`config.mk`:
```
export PLATFORM = sky130hd
export DESIGN_NAME = multi_edge_pulse_gen
export DESIGN_NICKNAME = d
export VERILOG_FILES = /design/src/rtl/multi_edge_pulse_gen_pkg.sv /design/src/rtl/multi_edge_pulse_gen_channel.sv /design/src/rtl/multi_edge_pulse_gen.sv
export SDC_FILE = /design/constraint.sdc
export NUM_CORES = 1
export LEC_CHECK = 0
export ABC_AREA = 0
export CORE_ASPECT_RATIO = 1.1
export CORE_MARGIN = 1
export CORE_UTILIZATION = 35
export CTS_BUF_LIST = sky130_fd_sc_hd__clkbuf_2 sky130_fd_sc_hd__clkbuf_4 sky130_fd_sc_hd__clkbuf_8
export DETAILED_ROUTE_END_ITERATION = 6
export PLACE_DENSITY = 0.65
export REMOVE_ABC_BUFFERS = 1
export SLEW_MARGIN = 30
export SYNTH_ARGS = -nofsm -noshare
export SYNTH_HDL_FRONTEND = slang
export SYNTH_SLANG_ARGS = --single-unit
```
`constraint.sdc`:
```
create_clock -name clk -period 2.8 [get_ports clk]
set_input_delay 0.28 -clock clk [delete_from_list [all_inputs] [get_ports clk]]
set_output_delay 0.28 -clock clk [all_outputs]
set_load 0.005 [all_outputs]
```
`src/rtl/multi_edge_pulse_gen_pkg.sv`:
```
// Shared types and helpers for the multi-channel edge-triggered pulse generator.
package multi_edge_pulse_gen_pkg;

  typedef enum logic [1:0] {
    RISE = 2'b00,
    FALL = 2'b01,
    BOTH = 2'b10,
    OFF  = 2'b11
  } edge_mode_t;

  typedef enum logic {
    IDLE   = 1'b0,
    ACTIVE = 1'b1
  } ch_state_t;

  function automatic logic edge_sel(input edge_mode_t m, input logic rise, input logic fall);
    logic r;
    r = 1'b0;
    case (m)
      RISE:    r = rise;
      FALL:    r = fall;
      BOTH:    r = rise | fall;
      default: r = 1'b0;
    endcase
    return r;
  endfunction

endpackage

```
`src/rtl/multi_edge_pulse_gen_channel.sv`:
```
// One channel: input synchronizer, edge history, IDLE/ACTIVE pulse FSM with
// length counter, and sticky overrun flag.
module pulse_gen_channel
  import multi_edge_pulse_gen_pkg::*;
#(
  parameter int SYNC_STAGES = 2,
  parameter int LEN_W       = 4
) (
  input  logic             clk,
  input  logic             rst,
  input  logic             d_i,
  input  logic             en_i,
  input  logic [1:0]       mode_i,
  input  logic [LEN_W-1:0] pulse_len_i,
  input  logic             retrig_i,
  input  logic             ovr_clr_i,
  output logic             q_o,
  output logic             busy_o,
  output logic             overrun_o
);

  logic             s;
  logic             last_q;
  logic             rise, fall, edge_det;
  logic             ovr_d, ovr_q;
  logic             q_q;
  logic [LEN_W-1:0] cnt_q;
  ch_state_t        state_q;

  // A programmed length of 0 behaves like 1, so the reload value saturates at 0.
  function automatic logic [LEN_W-1:0] len_load(input logic [LEN_W-1:0] len);
    return (len == '0) ? '0 : len - 1'b1;
  endfunction

  generate
    if (SYNC_STAGES == 0) begin : g_nosync
      assign s = d_i;
    end else begin : g_sync
      logic [SYNC_STAGES-1:0] sync_q;
      always_ff @(posedge clk or posedge rst) begin
        if (rst) sync_q <= '0;
        else     sync_q <= SYNC_STAGES'({sync_q, d_i});
      end
      assign s = sync_q[SYNC_STAGES-1];
    end
  endgenerate

  // History tracks the synchronized input even while the channel is disabled.
  always_ff @(posedge clk or posedge rst) begin
    if (rst) last_q <= 1'b0;
    else     last_q <= s;
  end

  assign rise     = s & ~last_q;
  assign fall     = ~s & last_q;
  assign edge_det = en_i & edge_sel(edge_mode_t'(mode_i), rise, fall);

  // A fresh overrun outranks a simultaneous clear.
  assign ovr_d = (ovr_q & ~ovr_clr_i) |
                 (edge_det & (state_q == ACTIVE) & ~retrig_i);

  always_ff @(posedge clk or posedge rst) begin
    if (rst) begin
      state_q <= IDLE;
      cnt_q   <= '0;
      q_q     <= 1'b0;
      ovr_q   <= 1'b0;
    end else begin
      ovr_q <= ovr_d;
      case (state_q)
        IDLE: begin
          if (edge_det) begin
            state_q <= ACTIVE;
            cnt_q   <= len_load(pulse_len_i);
            q_q     <= 1'b1;
          end
        end
        ACTIVE: begin
          if (!en_i) begin
            state_q <= IDLE;
            q_q     <= 1'b0;
          end else if (edge_det && retrig_i) begin
            cnt_q <= len_load(pulse_len_i);
          end else if (cnt_q == '0) begin
            state_q <= IDLE;
            q_q     <= 1'b0;
          end else begin
            cnt_q <= cnt_q - 1'b1;
          end
        end
        default: begin
          state_q <= IDLE;
          q_q     <= 1'b0;
        end
      endcase
    end
  end

  assign q_o       = q_q;
  assign busy_o    = q_q;
  assign overrun_o = ovr_q;

endmodule

```
`src/rtl/multi_edge_pulse_gen.sv`:
```
// N_CH independent edge-triggered pulse generators sharing length and retrigger controls.
module multi_edge_pulse_gen
  import multi_edge_pulse_gen_pkg::*;
#(
  parameter int N_CH        = 4,
  parameter int SYNC_STAGES = 2,
  parameter int LEN_W       = 4
) (
  input  logic              clk,
  input  logic              rst,
  input  logic [N_CH-1:0]   D,
  input  logic [N_CH-1:0]   en,
  input  logic [2*N_CH-1:0] mode,
  input  logic [LEN_W-1:0]  pulse_len,
  input  logic              retrig,
  input  logic [N_CH-1:0]   ovr_clr,
  output logic [N_CH-1:0]   Q,
  output logic [N_CH-1:0]   busy,
  output logic [N_CH-1:0]   overrun
);

  generate
    for (genvar i = 0; i < N_CH; i++) begin : g_ch
      pulse_gen_channel #(
        .SYNC_STAGES(SYNC_STAGES),
        .LEN_W      (LEN_W)
      ) u_ch (
        .clk        (clk),
        .rst        (rst),
        .d_i        (D[i]),
        .en_i       (en[i]),
        .mode_i     (mode[2*i +: 2]),
        .pulse_len_i(pulse_len),
        .retrig_i   (retrig),
        .ovr_clr_i  (ovr_clr[i]),
        .q_o        (Q[i]),
        .busy_o     (busy[i]),
        .overrun_o  (overrun[i])
      );
    end
  endgenerate

endmodule

```
Word-level counts from Yosys, hierarchy flattened
Index checks and enable logic that the tools add are counted.
{"block": "totals", "inputBits": 27, "ff_bits": 40, "elab_cells": 192}
{"block": "classes", "muxes": 65, "n_reduce_logical": 21, "bitwise_logic": 49, "eq_ne": 28, "n_addsub": 5}
{"cell": "4-bit 2-to-1 mux", "n": 17}
{"cell": "3-bit inequality test, second input constant", "n": 12}
{"cell": "1-bit 2-to-1 mux", "n": 32}
{"cell": "4-bit case mux with 2 select lines", "n": 4}
{"cell": "1-bit bitwise AND", "n": 24}
{"cell": "3-bit AND reduction", "n": 8}
{"cell": "4-bit zero test", "n": 5}
{"cell": "4-bit by 1-bit subtractor with 4-bit output, second input constant", "n": 5}
{"cell": "1-bit NOT", "n": 17}
{"cell": "1-bit case mux with 2 select lines", "n": 8}
{"cell": "1-bit case mux with 3 select lines", "n": 4}
{"cell": "2-bit by 1-bit == test with 1-bit output, second input constant", "n": 4}
{"cell": "2-bit == test, second input constant", "n": 4}
{"cell": "2-bit zero test", "n": 4}
{"cell": "2-bit by 1-bit inequality test with 1-bit output, second input constant", "n": 4}
{"cell": "2-bit inequality test, second input constant", "n": 4}
{"cell": "1-bit bitwise OR", "n": 8}
{"cell": "1-bit logical AND", "n": 4}

Depth between registers and ports, before layout
Gate-level depths: netlist (run 1).
{"block": "logic_depth", "word_depth": 9, "mapped_depth": 7}

Hierarchy
Synthesis (run 1) repeated with hierarchy kept, for this count alone.
{"block": "unflattened", "cells_unflattened": 268, "hier_area_um2": 2542.4}
{"mod": "pulse_gen_channel", "area_per_inst_um2": 635.6, "cells_each": 67, "n_inst": 4}

Least setup slack after synthesis (run 1)
OpenSTA, ideal clock, no wires.
{"block": "synth_timing", "path_type": "reg-to-reg", "from": "reg g_ch[1].u_ch.g_sync.sync_q[1]", "to": "reg g_ch[1].u_ch.cnt_q[1]", "period_less_slack_ns": 1.931, "path_stages_with_launch": 8, "path_slack_ns": 0.869, "arrival_ns": 1.854, "t_required_ns": 2.723, "setup_ns": 0.077, "path_cell_list": "dfrtp_1 > inv_1 > ha_1 > and2b_1 > nor3_4 > o41ai_4 > mux2_2 > a21oi_1"}
{"block": "synth_via", "elab_chain_cells": 9, "elab_cells_between_ends": 13, "classes_between": "2 x eq/ne; 4 x mux; 5 x bitwise; 2 x reduce/logical"}
{"element": "start: declaration", "line": "multi_edge_pulse_gen_channel.sv:39", "text": "logic [SYNC_STAGES-1:0] sync_q;"}
{"element": "start signal: assignment", "line": "multi_edge_pulse_gen_channel.sv:42", "text": "else sync_q <= SYNC_STAGES'({sync_q, d_i});"}
{"element": "1-bit NOT", "line": "multi_edge_pulse_gen_channel.sv:55", "text": "assign fall = ~s & last_q;"}
{"element": "1-bit bitwise AND", "line": "multi_edge_pulse_gen_channel.sv:55"}
{"element": "1-bit bitwise OR", "line": "multi_edge_pulse_gen_pkg.sv:22", "text": "BOTH: r = rise | fall;"}
{"element": "1-bit case mux with 3 select lines (*)", "line": "multi_edge_pulse_gen_pkg.sv:19", "text": "case (m)"}
{"element": "1-bit bitwise AND (*)", "line": "multi_edge_pulse_gen_channel.sv:56", "text": "assign edge_det = en_i & edge_sel(edge_mode_t'(mode_i), rise, fall);"}
{"element": "1-bit logical AND", "line": "multi_edge_pulse_gen_channel.sv:82", "text": "end else if (edge_det && retrig_i) begin"}
{"element": "4-bit 2-to-1 mux", "line": "multi_edge_pulse_gen_channel.sv:82"}
{"element": "4-bit 2-to-1 mux", "line": "multi_edge_pulse_gen_channel.sv:79", "text": "if (!en_i) begin"}
{"element": "4-bit case mux with 2 select lines", "line": "multi_edge_pulse_gen_channel.sv:70", "text": "case (state_q)"}
{"element": "end signal: assignment", "line": "multi_edge_pulse_gen_channel.sv:74", "text": "cnt_q <= len_load(pulse_len_i);"}
{"element": "end signal: assignment", "line": "multi_edge_pulse_gen_channel.sv:83", "text": "cnt_q <= len_load(pulse_len_i);"}
{"element": "end signal: assignment", "line": "multi_edge_pulse_gen_channel.sv:88", "text": "cnt_q <= cnt_q - 1'b1;"}
{"element": "end: declaration", "line": "multi_edge_pulse_gen_channel.sv:27", "text": "logic [LEN_W-1:0] cnt_q;"}
Every way passes the cells marked *; elsewhere a longest branch is shown, timed or not. The select of a mux whose other input is x is not followed.
A chain may end at the register's enable or synchronous reset.

Worst setup path in the final report (run 1)
Ends and elaborated chain as after synthesis.

==> insert_results.sql, run 1 <==
INSERT INTO impl_metrics (metric_group, metric, value, unit) VALUES
('run_status', 'status', 'finished clean', ''),
('grt', 'largest_net_degree_at_the_start_of_global_routing', '41', ''),
('grt', 'grt-ovfl-total', '0', ''),
('cts', 'clk_latency', '0.30', 'ns'),
('pwr', 'combinationalPowerShare', '0.301', ''),
('pwr', 'max-vdd-ir-drop', '0.294', 'mV'),
('sta', 'maxSlewHeadroom', '0.652', ''),
('logic_synthesis', 'count_of_different_cell_masters_after_synthesis', '44', ''),
('cts', 'postCtsResizedCells', '0', ''),
('cts', 'cts_root_buffer', 'clkbuf_8', ''),
('cts', 'maximum_clock_path_buffer_count', '2', ''),
('logic_synthesis', 'postSynthRegisterBits', '40', ''),
('setup_path', 'delay_heaviest_family_cp', 'compound AO/OA/AOI/OAI gates', ''),
('setup_path', 'timing.critical_path.arrival', '2.30', 'ns'),
('setup_path', 'reg2reg_setup_slack', '0.73', 'ns'),
('finish', 'final_cell_mix', '40 x dfrtp_1, 38 x inv_1, 38 x clkdlybuf4s50_1', ''),
('placed_design', 'gp_congestion', '0.802', ''),
('drt', 'ant_nets', '0', ''),
('finish', 'final.fill_count', '632', ''),
('pwr', 'power.clock.fraction', '0.306', ''),
('drt', 'firstDrtPassIters', '4', ''),
('grt', 'grt_usage', '0.146', ''),
('floorplanning', 'chipWidth', '82.1', 'um'),
('pwr', 'switching_power', '660', 'uW'),
('floorplanning', 'effective_utilization_at_floorplan', '0.368', ''),
('grt', 'first_global_vias', '1878', ''),
('finish', 'insertedDiodeCount', '0', ''),
('drt', 'detailroute.via_count', '1890', ''),
('setup_path', 'timing.critical_path.to_type', 'flop', ''),
('drt', 'postRouteWirelength', '4.75', 'mm'),
('worst_hold_path', 'hp-class', 'reg2reg', ''),
('sta', 'final.setup_skew', '0.00543', 'ns'),
('sta', 'period_share', '0.738', ''),
('cts', 'cts.htree.levels', '2', ''),
('logic_synthesis', 'yosys_most_used_dff', 'dfrtp_1', ''),
('sta', 'worst_slew_pin_slew', '0.517', 'ns'),
('sta', 'setup_viol', '0', ''),
('logic_synthesis', 'syn-instance-count', '255', ''),
('logic_synthesis', 'synthDominantAreaCellType', 'dfrtp_1', ''),
('pwr', 'switching_share_of_total_power', '0.304', ''),
('floorplanning', 'design.portCount', '39', ''),
('finish', 'area_delta_synth_final', '22.8', '%'),
('finish', 'final_net_count', '332', ''),
('pwr', 'cellInternalPower', '1510', 'uW'),
('cts', 'numClockSinks', '40', ''),
('logic_synthesis', 'synth.top_cells.by_area', 'dfrtp_1 41%, ha_1 8.1%, inv_1 5.8%', ''),
('drt', 'viasPerCell', '5.08', ''),
('setup_path', 'crit_path_top_delay_cell', 'o41ai_4', ''),
('setup_path', 'cp-start-kind', 'flop', ''),
('setup_path', 'critPathMaxStageDelay', '0.48', 'ns'),
('finish', 'mostFrequentLayoutCell', 'dfrtp_1', ''),
('pwr', 'design_power_total', '2170', 'uW'),
('floorplanning', 'num_rows', '31', ''),
('pwr', 'cellLeakagePower', '0.00140', 'uW'),
('sta', 'maxSlewViolCount', '0', ''),
('cts', 'cts_bufs_inserted', '5', ''),
('setup_path', 'worstPathBufferInverterCount', '1', ''),
('drt', 'final_routed_wire_length_divided_by_cell_count', '12.8', 'um'),
('pwr', 'power_density', '716', 'nW/um^2'),
('logic_synthesis', 'synth-edff-count', '0', ''),
('logic_synthesis', 'post-synth-top-area-fraction', '0.406', ''),
('drt', 'detail_route.drc_violations', '0', ''),
('sta', 'finalSetupTns', '0', 'ns'),
('pwr', 'power.sequential.fraction', '0.393', ''),
('grt', 'grt_antenna_before_repair', '0', ''),
('logic_synthesis', 'async_reset_ff_frac', '1.00', ''),
('floorplanning', 'die_h', '90.1', 'um'),
('sta', 'grt_setup_unrepaired', 'false', ''),
('sta', 'clock.fmax', '0.484', 'GHz'),
('finish', 'drive_gt1_frac', '0.103', ''),
('floorplanning', 'fp.dieArea', '7390', 'um^2');
[layer usage]
layer,part of all wire,GRT usage,up-vias
met5,0,0,-
met4,0.024,0.0658,0
met3,0.038,0.0345,8
met2,0.49,0.244,36
met1,0.45,0.173,897
li1,-,-,949
[state kept, by name, summed over array words and instances, names as in the netlist]
name	flops
g_ch.u_ch.last_q	4
g_ch.u_ch.overrun_o	4
g_ch.u_ch.state_q	4
g_ch.u_ch.busy_o	4
g_ch.u_ch.cnt_q	16
g_ch.u_ch.g_sync.sync_q	8
[power groups by stage]
stage	Combinational, uW	Clock [uW]	Sequential, uW
2_1_floorplan	441	0	834
3_3_place_gp	640	0	858
3_5_place_dp	656	0	861
4_1_cts	659	681	850
5_1_grt	769	698	874
6_report	653	664	851
[cell families after synthesis]
family / synth area share
mux: 0.0548
flops: 0.406
compound gates: 0.200
simple gates: 0.158
xor+xnor: 0.00355
buf+inv: 0.0963
fa+ha+maj: 0.0811
[synthesized netlist by cell type, types with 2 or more instances]
library cell	n
dfrtp_1	40
inv_1	38
nand2_1	20
ha_1	16
o21ai_0	16
buf_4	12
nor2_1	12
nor3_1	10
mux2i_1	9
nand3_1	9
a22oi_1	8
a21oi_1	7
nor2b_1	6
a32o_1	4
mux2_2	4
or3b_2	4
a211o_1	3
o221ai_1	3
o31ai_2	3
a211oi_4	2
a21boi_1	2
nand2b_1	2
nor3b_1	2
o22ai_1	2
o31a_1	2
[cell type report]
type | count | area, um^2 | area share
clock buffer | 5 | 68.8 | 0.0227
sequential | 40 | 1000 | 0.330
inverter | 38 | 143 | 0.0471
clock inverter | 3 | 90.1 | 0.0297
tap | 82 | 103 | 0.0339
timing repair buffer | 40 | 395 | 0.131
multi-input combinational | 164 | 1230 | 0.406
[path summary, 6_finish.rpt]
path,startpoint,endpoint,cells after the start
worst max register to register,g_ch[1].u_ch.g_sync.sync_q[1]$_DFF_PP0_,g_ch[1].u_ch.cnt_q[1]$_DFFE_PP0P_,7
worst max-delay path,g_ch[1].u_ch.g_sync.sync_q[1]$_DFF_PP0_,g_ch[1].u_ch.cnt_q[1]$_DFFE_PP0P_,7
worst min register to register,g_ch[1].u_ch.g_sync.sync_q[0]$_DFF_PP0_,g_ch[1].u_ch.g_sync.sync_q[1]$_DFF_PP0_,0
min in group asynchronous,rst,g_ch[3].u_ch.g_sync.sync_q[0]$_DFF_PP0_,3
worst min-delay path,g_ch[1].u_ch.g_sync.sync_q[0]$_DFF_PP0_,g_ch[1].u_ch.g_sync.sync_q[1]$_DFF_PP0_,0
max in group asynchronous,rst,g_ch[3].u_ch.overrun_o$_DFF_PP0_,3
[per-stage QoR]
step	instance area (um^2)	hold WS, ns	setup WS (ns)	instances	util
finish	3030	0.352	0.735	372	0.451
global placement	2870	0.331	0.738	364	0.428
global route	3030	0.357	0.630	372	0.451
floorplan	2370	0.311	0.869	242	-
detailed placement	2870	0.335	0.703	364	0.428
CTS	3030	0.353	0.728	372	0.451
No activity file was read; power rests on OpenSTA's default activity.
==> inputs of run 2 (changes only) <==
--- a/config.mk
+++ b/config.mk
@@ -11,7 +11,7 @@
 export CORE_UTILIZATION = 35
 export CTS_BUF_LIST = sky130_fd_sc_hd__clkbuf_2 sky130_fd_sc_hd__clkbuf_4 sky130_fd_sc_hd__clkbuf_8
 export DETAILED_ROUTE_END_ITERATION = 6
-export PLACE_DENSITY = 0.65
+export PLACE_DENSITY = 0.67
 export REMOVE_ABC_BUFFERS = 1
 export SLEW_MARGIN = 30
 export SYNTH_ARGS = -nofsm -noshare
==> constraint.sdc (replaced) <==
create_clock -name clk -period 1.7 [get_ports clk]
set_input_delay 0.17 -clock clk [delete_from_list [all_inputs] [get_ports clk]]
set_output_delay 0.17 -clock clk [all_outputs]
set_load 0.005 [all_outputs]
==> run 2 against run 1 <==
  * The run now ends with negative setup slack left
  * Cell area rose by 20%
  * Sequential share of layout area fell by 5.5 points
  * Sequential cell count stayed put
  * Final cell count grew 14%
  * Clock power decreased by 6.8%
  * Clock-buffer cell count grew 1
  * Power rose by 67%
  * Critical path depth is the same
  * Fmax rose by 14%
  * Sequential power increased by 62%
  * Setup slack worse by 0.85 ns
  * Critical endpoint unchanged
  * Largest cell class unchanged
==> insert_results.sql, run 2 (synthesized netlist as in run 1, its figures left out) <==
INSERT INTO impl_metrics (metric_group, metric, value, unit) VALUES
('floorplanning', 'fp.dieArea', '7390', 'um^2'),
('setup_path', 'timing.critical_path.to_type', 'flop', ''),
('setup_path', 'crit_path_max_fanout', '2', ''),
('finish', 'largestRegisters', 'g_ch.u_ch.cnt_q (16), g_ch.u_ch.g_sync.sync_q (8)', ''),
('pwr', 'cellLeakagePower', '0.00170', 'uW'),
('drt', 'detailroute.via_count', '2147', ''),
('drt', 'firstDrtPassIters', '4', ''),
('setup_path', 'critPathMaxStageDelay', '0.38', 'ns'),
('sta', 'period_share', '1.07', ''),
('run_status', 'status', 'complete, but fails checks', ''),
('sta', 'maxSlewHeadroom', '0.713', ''),
('sta', 'finalSetupTns', '-0.673', 'ns'),
('grt', 'grt_usage', '0.165', ''),
('finish', 'largest_register', 'g_ch.u_ch.cnt_q', ''),
('cts', 'cts_bufs_inserted', '5', ''),
('drt', 'met3RoutedLength', '191', 'um'),
('grt', 'grt_antenna_before_repair', '0', ''),
('drt', 'postRouteWirelength', '5.50', 'mm'),
('pwr', 'power_density', '998', 'nW/um^2'),
('finish', 'area_delta_synth_final', '47.3', '%'),
('drt', 'detail_route.drc_violations', '0', ''),
('drt', 'drt_iter0_markers', '72', ''),
('drt', 'dr.max_layer_used', 'met4', ''),
('grt', 'largest_net_degree_at_the_start_of_global_routing', '41', ''),
('drt', 'final_routed_wire_length_divided_by_cell_count', '13.0', 'um'),
('placed_design', 'gp_congestion', '0.825', ''),
('setup_path', 'worstPathCellList', 'ha_1, and2b_1, nor3_4, o41ai_4, buf_4, mux2_4, a21oi_2', ''),
('drt', 'ant_nets', '0', ''),
('grt', 'global_route_wire_length_before_repair', '9.53', 'mm'),
('setup_path', 'cp-start-kind', 'flop', ''),
('floorplanning', 'effective_utilization_at_floorplan', '0.368', ''),
('cts', 'cts.htree.levels', '2', ''),
('sta', 'hold_viol', '0', ''),
('placed_design', 'place_hpwl', '3.91', 'mm'),
('floorplanning', 'num_rows', '31', ''),
('finish', 'layout.cell_area.non_filler', '3630', 'um^2'),
('pwr', 'combinationalPowerShare', '0.450', ''),
('sta', 'clock.fmax', '0.551', 'GHz'),
('worst_hold_path', 'hp-class', 'in2async', ''),
('sta', 'final.setup_skew', '0.00334', 'ns'),
('finish', 'final_net_count', '386', ''),
('setup_path', 'timing.critical_path.arrival', '2.04', 'ns'),
('drt', 'viasPerCell', '5.05', ''),
('cts', 'cts_root_buffer', 'clkbuf_8', ''),
('setup_path', 'crit_path_top_delay_cell', 'dfrtp_1', ''),
('grt', 'grt-ovfl-total', '0', ''),
('finish', 'utilization', '0.541', ''),
('setup_path', 'worst-endpoint-required', '1.93', 'ns'),
('run_status', 'failed_checks', 'negative setup slack', ''),
('finish', 'largest_reg_flops', '16', ''),
('sta', 'grt_setup_unrepaired', 'true', ''),
('finish', 'drive_gt1_frac', '0.324', ''),
('cts', 'cts_hold_buf', '0', ''),
('sta', 'maxSlewViolCount', '0', ''),
('pwr', 'cellInternalPower', '2400', 'uW'),
('pwr', 'power.clock.fraction', '0.171', ''),
('floorplanning', 'die_h', '90.1', 'um'),
('pwr', 'switching_power', '1230', 'uW'),
('floorplanning', 'chipWidth', '82.1', 'um'),
('sta', 'worst_slew_pin_slew', '0.426', 'ns'),
('run', 'maxCapViolCount', '0', ''),
('pwr', 'max-vdd-ir-drop', '0.463', 'mV'),
('drt', 'wirelength_met1', '2.47', 'mm'),
('finish', 'mostFrequentLayoutCell', 'buf_4', ''),
('finish', 'insertedDiodeCount', '0', ''),
('sta', 'setup_viol', '10', ''),
('pwr', 'design_power_total', '3630', 'uW'),
('finish', 'final_cell_mix', '47 x buf_4, 40 x dfrtp_1, 38 x clkdlybuf4s50_1', ''),
('sta', 'final.min_clock_period', '1.82', 'ns'),
('cts', 'cts_tree', 'built', ''),
('grt', 'first_global_vias', '2137', ''),
('sta', 'final.setup.worst_slack', '-0.116', 'ns'),
('cts', 'numClockSinks', '40', ''),
('pwr', 'power.sequential.fraction', '0.380', ''),
('floorplanning', 'design.portCount', '39', ''),
('cts', 'maximum_clock_path_buffer_count', '2', ''),
('cts', 'clkTransAtPathRegs', '0.07', 'ns'),
('placed_design', 'io_buffer_count', '38', ''),
('cts', 'clk_latency', '0.29', 'ns'),
('floorplanning', 'core-area', '6710', 'um^2'),
('setup_path', 'critical_path_class', 'reg2reg', ''),
('placed_design', 'postPlaceCellArea', '3270', 'um^2'),
('drt', 'met2_length', '2.74', 'mm'),
('pwr', 'switching_share_of_total_power', '0.338', '');
-- run 2: path summary, 6_finish.rpt --
kind,start,to,cells past startpoint,slack (ns)
min in group clk,D[0],g_ch[0].u_ch.g_sync.sync_q[0]$_DFF_PP0_,1,0.31
max,g_ch[1].u_ch.last_q$_DFF_PP0_,g_ch[1].u_ch.cnt_q[1]$_DFFE_PP0P_,7,-0.12
min,rst,g_ch[3].u_ch.last_q$_DFF_PP0_,3,0.22
max reg2reg,g_ch[1].u_ch.last_q$_DFF_PP0_,g_ch[1].u_ch.cnt_q[1]$_DFFE_PP0P_,7,-0.12
max in group asynchronous,rst,g_ch[0].u_ch.busy_o$_DFFE_PP0P_,3,1.28
min reg2reg,g_ch[2].u_ch.g_sync.sync_q[0]$_DFF_PP0_,g_ch[2].u_ch.g_sync.sync_q[1]$_DFF_PP0_,0,0.35
-- run 2: power groups by stage --
stage          registers [uW]  clock network [uW]  logic [uW]
3_3_place_gp             1370                   0        1390
3_5_place_dp             1380                   0        1430
6_report                 1380                 619        1630
5_1_grt                  1410                 681        1810
2_1_floorplan            1370                   0         726
4_1_cts                  1370                 644        1550
-- run 2: area by class of cell --
type / instances / area [um^2]
clock buffers: 6 / 76.3
clock inverters: 1 / 5.00
fillers: 591 / 3080
inverters: 38 / 143
multi-input cells: 164 / 1460
flip-flops and latches: 40 / 1000
well taps: 82 / 103
repair buffers: 94 / 843
-- run 2: what timing repair did --
| item | in CTS | in global routing |
|---|---|---|
| hold endpoints to repair | 0 | 0 |
| setup endpoints to repair | 23 | 22 |
| cloned | 0 | 0 |
| gates resized for setup | 36 | 28 |
| setup buffers | 2 | 1 |
| pin swaps | 25 | 19 |
-- run 2: critical path: cells and delay by family, from the launching register on --
kind	cells	cell delay, ns
AND/OR/NAND/NOR	2	0.29
multiplexers	1	0.29
adder cells (fa/ha/maj)	1	0.28
buffers and inverters	1	0.17
AO/OA/AOI/OAI	2	0.34
flip-flops	1	0.38
-- run 2: per-stage QoR --
step | setup slack (ns) | std cells | hold slack [ns]
2_1_floorplan | -0.231 | 242 | 0.201
3_3_place_gp | -0.161 | 416 | 0.333
3_5_place_dp | -0.220 | 416 | 0.336
4_1_cts | -0.128 | 424 | 0.226
5_1_grt | -0.207 | 425 | 0.291
6_report | -0.116 | 425 | 0.225
-- run 2: metal layers --
layer	GRT usage	vias up
met5	0	-
met4	0.0599	0
met3	0.0345	10
met2	0.267	42
met1	0.214	1041
li1	-	1054
